--- src/rtl/serial_sub_defs.sv ---
// Shared definitions for the bit-serial subtractor: FSM state encoding and
// the default operand width.
package serial_sub_defs;

    localparam int DEFAULT_WIDTH = 8;

    localparam logic [1:0] S_IDLE = 2'd0;
    localparam logic [1:0] S_RUN  = 2'd1;
    localparam logic [1:0] S_DONE = 2'd2;

endpackage

--- src/rtl/serial_subtractor_fs.sv ---
// Single-bit full subtractor cell: d = a - b - bin, with borrow-out.
module full_subtractor (
    input  logic a,
    input  logic b,
    input  logic bin,
    output logic d,
    output logic bout
);

    assign d    = a ^ b ^ bin;
    assign bout = (~a & b) | (~(a ^ b) & bin);

endmodule

--- src/rtl/serial_subtractor.sv ---
// Bit-serial WIDTH-bit subtractor computing SS_A - SS_B, LSB first, one bit
// per clock through a single full_subtractor cell and a registered borrow.
// Optional signed-overflow output SS_OVF is built when the macro
// SERIAL_SUBTRACTOR_OVF_EN is defined.
import serial_sub_defs::*;

module serial_subtractor #(
    parameter  int WIDTH = DEFAULT_WIDTH,
    localparam int CNT_W = $clog2(WIDTH)
) (
    input  logic             CLK,
    input  logic             RST,
    input  logic             SS_START,
    input  logic [WIDTH-1:0] SS_A,
    input  logic [WIDTH-1:0] SS_B,
    output logic [WIDTH-1:0] SS_D,
    output logic             SS_BORROW,
    output logic             SS_BUSY,
`ifdef SERIAL_SUBTRACTOR_OVF_EN
    output logic             SS_OVF,
`endif
    output logic             SS_DONE
);

    logic [1:0]       state;
    logic [WIDTH-1:0] a_sr;
    logic [WIDTH-1:0] b_sr;
    logic [WIDTH-2:0] res_sr;    // bits already computed, newest at the top
    logic             borrow_q;
    logic [CNT_W-1:0] cnt;
    logic             d_bit;
    logic             bout_bit;
    logic             last_bit;
    logic             start_ok;

    full_subtractor u_fs (
        .a    (a_sr[0]),
        .b    (b_sr[0]),
        .bin  (borrow_q),
        .d    (d_bit),
        .bout (bout_bit)
    );

    assign last_bit = (cnt == CNT_W'(WIDTH - 1));
    // A start is only honoured when not already computing; DONE allows
    // back-to-back operation without an IDLE gap.
    assign start_ok = SS_START && ((state == S_IDLE) || (state == S_DONE));
    assign SS_BUSY  = (state == S_RUN);
    assign SS_DONE  = (state == S_DONE);

`ifdef SERIAL_SUBTRACTOR_OVF_EN
    logic a_msb;
    logic b_msb;

    // Operand sign bits captured at start, used for the overflow flag.
    always_ff @(posedge CLK or posedge RST) begin
        if (RST) begin
            a_msb <= 1'b0;
            b_msb <= 1'b0;
        end else if (start_ok) begin
            a_msb <= SS_A[WIDTH-1];
            b_msb <= SS_B[WIDTH-1];
        end
    end

    // Overflow flag registered alongside the difference on DONE entry.
    always_ff @(posedge CLK or posedge RST) begin
        if (RST) begin
            SS_OVF <= 1'b0;
        end else if ((state == S_RUN) && last_bit) begin
            SS_OVF <= (a_msb != b_msb) && (d_bit != a_msb);
        end
    end
`endif

    // FSM and serial datapath: load on start, then one bit per cycle.
    always_ff @(posedge CLK or posedge RST) begin
        // NOTE: the shift registers are a handful of flops, not a memory
        // array, so resetting them costs nothing and keeps state defined.
        if (RST) begin
            state    <= S_IDLE;
            a_sr     <= '0;
            b_sr     <= '0;
            res_sr   <= '0;
            borrow_q <= 1'b0;
            cnt      <= '0;
        end else if (start_ok) begin
            // NOTE: non-blocking assignments so every flop samples the
            // pre-edge values, independent of statement order.
            state    <= S_RUN;
            a_sr     <= SS_A;
            b_sr     <= SS_B;
            res_sr   <= '0;
            borrow_q <= 1'b0;
            cnt      <= '0;
        end else begin
            case (state)
                S_RUN: begin
                    a_sr     <= a_sr >> 1;
                    b_sr     <= b_sr >> 1;
                    res_sr   <= (WIDTH-1)'({d_bit, res_sr} >> 1);
                    borrow_q <= bout_bit;
                    cnt      <= cnt + 1'b1;
                    if (last_bit) begin
                        state <= S_DONE;
                    end
                end
                S_DONE:  state <= S_IDLE;
                S_IDLE:  state <= S_IDLE;
                default: state <= S_IDLE;
            endcase
        end
    end

    // Result registers: loaded once per operation, on DONE entry, then held.
    always_ff @(posedge CLK or posedge RST) begin
        if (RST) begin
            SS_D      <= '0;
            SS_BORROW <= 1'b0;
        end else if ((state == S_RUN) && last_bit) begin
            SS_D      <= {d_bit, res_sr};
            SS_BORROW <= bout_bit;
        end
    end

endmodule
--- config.mk ---
export PLATFORM = sky130hd
export DESIGN_NAME = serial_subtractor
export DESIGN_NICKNAME = d
export VERILOG_FILES = /design/src/rtl/serial_sub_defs.sv /design/src/rtl/serial_subtractor_fs.sv /design/src/rtl/serial_subtractor.sv
export SDC_FILE = /design/constraint.sdc
export NUM_CORES = 1
export LEC_CHECK = 0
export BUFFER_PORTS_ARGS = -buffer_cell sky130_fd_sc_hd__clkbuf_2
export CORE_MARGIN = 5
export CORE_UTILIZATION = 53
export CTS_CLUSTER_SIZE = 16
export DETAILED_ROUTE_END_ITERATION = 6
export GPL_ROUTABILITY_DRIVEN = 0
export GPL_TIMING_DRIVEN = 1
export PLACE_DENSITY_LB_ADDON = 0.3
export SYNTH_ARGS = -nofsm -noshare
export SYNTH_HDL_FRONTEND = slang
export SYNTH_SLANG_ARGS = --single-unit
--- constraint.sdc ---
create_clock -name CLK -period 1.8 [get_ports CLK]
set_input_delay 0.09 -clock CLK [delete_from_list [all_inputs] [get_ports CLK]]
set_output_delay 0.09 -clock CLK [all_outputs]
set_load 0.02 [all_outputs]
==> impl_results.md, run 1 <==
* Tcrit/Tclk final at 84.7%
* Clock Pin Slew Worst Setup and Hold Paths at 0.11 ns
* Maximum VDD drop at about 0.81 mV
* Xor/xnor share of the synthesized area at 0.520%
* HPWL after detailed placement at ~2300 um
* Share of layout cells above drive strength 1 at around 29%
* Req. time, crit path at around 2.0 ns
* Clock Power Share at 15.9%
* DR vias at 1207
* Gr usage total at between 10% and 20%
* Drt pass-1 iters at 4
* Post-synth net total at between 150 and 200
* Final Slew Violations at 0
* Diode count at 0
* Worst-Margin Slew at roughly 0.47 ns
* RSZ-0062 raised after global routing: no
* Sw Share at between 30% and 40%
* Post-layout minimum cycle time at 1.52 ns
* Adder-Cell Fraction of Synth Area at under 10%
* Footprint of the multi-input gates at ~670 um^2
* Post-synthesis sequential area ratio at between 50% and 60%
* Endpoints failing hold at 0
* P_leak at 0.946 nW
* Die Y at 66.4 um
* Kind of critical path: reg2reg
* Mean post-synth cell area at approximately 12 um^2
* Cells on worst reg2reg path at 5
* Internal power at 2.21 mW
* Die Wd at roughly 66 um
* Syn Std Cell Area at between 0.0015 and 0.002 mm^2
* Crit start category: register
* Count of state elements after synthesis at 38
* Residual DRC at 0
* Critical Path Sink Type: register
* Area post-placement at 0.00188 mm^2
* Critical Path AT at ~1.8 ns
* Final setup fails at 0
* Part of the power in registers at 43.3%
* Area delta synth->final at 18.9%
* Clock tree buffer depth at 2
* Max Cap Viol at 0
* First-pass GRT wire length at 5620 um
* Register area at about 950 um^2
* Setup_tns at 0 ns
* Synth Instances at roughly 140
* Worst skew pair latency at 0.34 ns
* WL/cell at between 10 and 15 um
* Final Skew at ~0.0048 ns
* Avg Vias per Cell at between 5 and 6
* Hold crit path type: in2reg
* Vias in the first global route at ~1300
* # H-tree levels at 2
* CP max FO at 5
* Largest net degree at the start of global routing at 39
* Area contributors post-synth: dfrtp_1, mux2_1, a22o_1, o22ai_1, nor3_1
* Hold path cells at 3
* EDFF count, synth at 0
* CTS Sinks at 38
* Cts repair resizes at 0
* Compound-gate portion of the synthesized area at 13.8%
* Post-synth top flop: dfrtp_1
* Combinational power share at around 40%
* Die area at 0.00441 mm^2
* Max-slew headroom at between 60 and 70%
* Fill count at about 240
* Design area at between 0.002 and 0.0025 mm^2
* IO buf count at 29
* Synth async-reset ratio at 100%
* Iter 0 DRT Violations at 62
* Total Wirelength at about 3300 um
* I/O pin count at 30
* Mux share of post-synthesis cell area at 12.4%
* Initial antenna violation count at 0
* Peak Freq at 656 MHz
* Largest family of logic cells by synthesized area: compound AO/OA/AOI/OAI gates
* Starting density of the core at 55.2%
* Yosys cell types at 26
* Remaining global-route overflow at 0
* CTS buffer count at 5
* Site row count at 20
* Yosys warns at 0
* Post-synth top area cell: dfrtp_1
* Core area at between 0.003 and 0.004 mm^2
* Power per cell area at 1750 mW/mm^2
* Root Driver: clkbuf_4
* Synth top area share at a little under three fifths
* Post-Synth Simple-Gate Area at 10.2%
* Final ANT Viol Nets at 0
* Net Sw Power at ~1.3 mW
* CTS tree: yes
* Status: finished, final reports clean
* Fin nets at between 200 and 250
power groups by stage:
stage	combinational (mW)	clock [mW]	sequential (mW)
5_1_grt	1.60	0.623	1.58
6_report	1.43	0.560	1.52
3_5_place_dp	1.43	0	1.54
2_1_floorplan	0.978	0	1.59
4_1_cts	1.45	0.582	1.53
3_3_place_gp	1.39	0	1.51
stage by stage:
stage / utilization (%) / power, mW / worst slack [ns] / std cells / hold slack [ns]
after floorplan: - / 2.57 / 0.333 / 142 / 0.230
after global placement: 61.6 / 2.90 / 0.159 / 212 / 0.196
after detailed placement: 61.6 / 2.98 / 0.0723 / 212 / 0.204
after CTS: 65.2 / 3.56 / 0.0575 / 223 / 0.0138
after global routing: 65.7 / 3.80 / 0.186 / 225 / 0.0108
final: 65.7 / 3.51 / 0.276 / 225 / 0.0275
cell type report:
cell class | instances | area share, %
well taps | 44 | 2.75
inverters | 5 | 0.936
flip-flops and latches | 38 | 47.4
clock inverters | 3 | 2.00
clock buffers | 5 | 1.87
multi-input cells | 90 | 33.3
repair buffers | 40 | 11.7
sequential cells by signal, summed over array words and instances (netlist names):
register and count:
SS_BORROW 1, SS_D 8, a_sr 8, b_sr 8, borrow_q 1, cnt 3, res_sr 7, state 2
critical path, stage by stage, from the launching register on:
cell and delay, ns:
dfrtp_1 0.43, ha_1 0.21, ha_1 0.19, nand3b_1 0.11, buf_4 0.16, mux2_1 0.33
logic make-up (layout without fill, tap and decap cells):
group | Yosys count | after routing
XOR/XNOR | 1 | 1
buffers and inverters | 14 | 53
adder cells (fa/ha/maj) | 3 | 3
flip-flops | 38 | 38
AND/OR/NAND/NOR | 34 | 34
AO/OA/AOI/OAI | 33 | 33
multiplexers | 19 | 19
cells in the final DEF, fill, tap and decap left out, drive strengths merged:
master,count
a211oi,4
a21oi,4
a22o,11
buf,8
bufinv,1
clkbuf,34
clkinv,2
dfrtp,38
dlygate4sd3,3
fa,1
ha,2
inv,5
mux2,15
mux2i,4
nand2,2
nand2b,3
nand3b,1
nor2,12
nor2b,6
nor3,10
o21ai,3
o22ai,10
o2bb2ai,1
xnor2,1
metal layers:
metal / track usage (%) / part of all wire [%] / wire length [um]
met2: 28.9 / 49 / 1610
met1: 19.2 / 43 / 1400
met5: 0 / 0 / 0
met3: 6.46 / 5.6 / 183
met4: 7.61 / 2.4 / 79
what timing repair did:
action                                  CTS  global route
buffers inserted                          0             2
endpoints found under the hold margin    40             0
endpoints found under the setup margin    0             3
hold buffers                              3             0
final timing paths:
path	start	endpoint	slack, ns
max in group asynchronous	RST	state[1]	1.10
worst max register to register	cnt[0]	SS_D[3]	0.28
worst min-delay path	SS_A[3]	a_sr[3]	0.03
worst min register to register	borrow_q	borrow_q	0.50
worst max-delay path	cnt[0]	SS_D[3]	0.28
min in group asynchronous	RST	a_sr[1]	0.37
cell usage after synthesis (all sizes together), types with 3 or more instances:
library cell	n
dfrtp	38
o21ai	3
nand2b	3
a21oi	4
nor2	12
inv	5
nor2b	6
a211oi	4
mux2	15
buf	8
nor3	10
a22o	11
o22ai	10
mux2i	4
(Power assumes the default switching activity.)
==> run 2, diff against run 1 <==
--- a/config.mk
+++ b/config.mk
@@ -7,7 +7,7 @@
 export LEC_CHECK = 0
 export BUFFER_PORTS_ARGS = -buffer_cell sky130_fd_sc_hd__clkbuf_2
 export CORE_MARGIN = 5
-export CORE_UTILIZATION = 53
+export CORE_UTILIZATION = 49
 export CTS_CLUSTER_SIZE = 16
 export DETAILED_ROUTE_END_ITERATION = 6
 export GPL_ROUTABILITY_DRIVEN = 0
==> constraint.sdc (replaced) <==
create_clock -name CLK -period 1.25 [get_ports CLK]
set_input_delay 0.0625 -clock CLK [delete_from_list [all_inputs] [get_ports CLK]]
set_output_delay 0.0625 -clock CLK [all_outputs]
set_load 0.02 [all_outputs]
==> impl_results.md, run 2 (synthesis results as in run 1) <==
* Clock tree buffer depth at 2 (unchanged)
* I/O pin count at 30 (unchanged)
* Clock Pin Slew Worst Setup and Hold Paths at 0.11 ns (about the same)
* Worst path bufs/invs at 1 (unchanged)
* IO buf count at 29 (unchanged)
* Fin nets at 220 (+8.9%)
* CTS tree: yes
* Avg Vias per Cell at 5.38 (+0.36%)
* Hold crit path type: in2reg
* Root Driver: clkbuf_4
* Top cell family by delay on the critical path: flip-flops
* Area delta synth->final at 39.1%
* Post-route insts no fill at 245 (+8.9%)
* Peak Freq at 689 MHz (+5.0%)
* Crit start category: register
* Site row count at 21 (+5.0%)
* Drt pass-1 iters at 4 (unchanged)
* Diode count at 0 (unchanged)
* Iter 0 DRT Violations at 73 (+18%)
* Worst path slowest cell: dfrtp_1
* Most common cell after layout, fill and taps aside: dfrtp_1
* # H-tree levels at 2 (unchanged)
* Kind of critical path: reg2reg
* Core area at 0.00334 mm^2 (+9.3%)
* Placed insts at 222 (+4.7%)
* Worst skew pair latency at 0.34 ns (about the same)
* Endpoints failing hold at 0 (unchanged)
* Max Cap Viol at 0 (unchanged)
* Commonest cells after routing, fill and taps aside: dfrtp_1, clkbuf_2, buf_4
* Tcrit/Tclk final at 116% (+31 points)
* Final Skew at 0.00698 ns (+0.00218 ns)
* Maximum VDD drop at 1.46 mV (+80%)
* Die Wd at 68.6 um (+3.4%)
* RSZ-0062 raised after global routing: yes
* Post-layout minimum cycle time at 1.45 ns (-0.0728 ns)
* Power per cell area at 2520 mW/mm^2 (+44%)
* Setup_tns at -1.65 ns (-1.65 ns)
* Crit-path cells: ha_4 -> ha_4 -> nand3b_1 -> buf_12 -> mux2_4
* Largest net degree at the start of global routing at 39 (unchanged)
* Failing checks: setup timing
* Worst path depth at 5 (unchanged)
* Worst-Margin Slew at 0.491 ns (+0.0230 ns)
* Leading registers by flop count: SS_D: 8 flops, a_sr: 8 flops, b_sr: 8 flops
* WL/cell at 15.8 um (+9.0%)
* P_leak at 1.11 nW (+18%)
* HPWL after detailed placement at 2490 um (+10%)
* Die Y at 68.6 um (+3.4%)
* Vias in the first global route at 1367 (+4.7%)
* Total Wirelength at 3880 um (+19%)
* CTS buffer count at 5 (unchanged)
* Status: complete, but fails checks
* CP max FO at 11 (+6)
* Starting density of the core at 50.5% (-4.7 points)
* Final setup fails at 10 (+10)
* Die area at 0.00471 mm^2 (+6.9%)
* Initial antenna violation count at 0 (unchanged)
* Critical Path Sink Type: register
* Final worst slack at -0.201 ns (-0.477 ns)
* Critical Path AT at 1.68 ns (-0.08 ns)
* Most Frequent Cell on Critical Path: ha_4
* CTS Sinks at 38 (unchanged)
* Hold path cells at 3 (unchanged)
* Post-Place Setup Slack at -0.222 ns (-0.295 ns)
* Share of layout cells above drive strength 1 at 45.7% (+17 points)
* Residual DRC at 0 (unchanged)
* DR vias at 1319 (+9.3%)
* Max-slew headroom at 67.2% (-1.5 points)
* Cells on worst reg2reg path at 5 (unchanged)
* First-pass GRT wire length at 6330 um (+13%)
* Gr usage total at 18.2% (+1.0 points)
* Remaining global-route overflow at 0 (unchanged)
* Final Power at 5.90 mW (+68%)
* Req. time, crit path at 1.48 ns (-0.55 ns)
* Max incr delay on CP at 0.43 ns (about the same)
* Final ANT Viol Nets at 0 (unchanged)
* Final Slew Violations at 0 (unchanged)
[run 2: cell types whose count changed in the layout (fill, tap and decap cells not counted), sizes merged]
cell / delta
dlygate4sd3: +5
buf: +15
bufinv: -1
clkinv: -1
[run 2: layout make-up]
type	count	area, um^2
inverters	5	21.3
fillers	256	992
multi-input cells	90	815
flip-flops and latches	38	952
clock buffers	7	55.1
clock inverters	1	5.00
repair buffers	58	439
well taps	46	57.6
[run 2: path summary, 6_finish.rpt]
kind	endpoint	from	slack, ns
max	SS_D[2]	cnt[1]	-0.20
min	a_sr[6]	SS_A[6]	0.006
max reg2reg	SS_D[2]	cnt[1]	-0.20
min reg2reg	SS_BORROW	SS_BORROW	0.51
max in group asynchronous	state[0]	RST	0.53
min in group asynchronous	SS_D[5]	RST	0.35
[run 2: timing repair]
| item | in CTS | in global routing |
|---|---|---|
| gates resized for setup | 13 | 28 |
| pin swaps | 2 | 1 |
| setup buffers | 4 | 2 |
| hold buffers | 8 | 0 |
| endpoints found under the hold margin | 45 | 0 |
| gates cloned | 0 | 1 |
| endpoints found under the setup margin | 13 | 33 |
[run 2: stage by stage]
stage	hold slack, ns	instance area [um^2]	util (%)
6_report	0.00622	2340	70.3
5_1_grt	0.00571	2340	70.3
4_1_cts	0.00318	2230	66.8
3_5_place_dp	0.193	2000	60.0
3_3_place_gp	0.173	2000	60.0
2_1_floorplan	0.202	1720	-
[run 2: power by group]
part / switching (mW) / leakage, nW / total, mW / internal [mW]
Combinational: 1.38 / 0.613 / 2.97 / 1.59
Sequential: 0.461 / 0.463 / 2.27 / 1.81
Clock: 0.388 / 0.0353 / 0.661 / 0.273
Total: 2.23 / 1.11 / 5.90 / 3.68
[run 2: worst register-to-register path, stage by stage, from the launching register on]
cell	delay (ns)
dfrtp_1	0.43
ha_4	0.18
ha_4	0.15
nand3b_1	0.12
buf_12	0.16
mux2_4	0.30
[run 2: routing by layer]
| layer | wire length (um) | vias to the layer above | GRT usage, % |
|---|---|---|---|
| met5 | 0 | - | 0 |
| met4 | 91 | 0 | 7.69 |
| met3 | 202 | 10 | 4.70 |
| met2 | 1940 | 34 | 29.8 |
| met1 | 1650 | 651 | 22.8 |
| li1 | - | 624 | - |
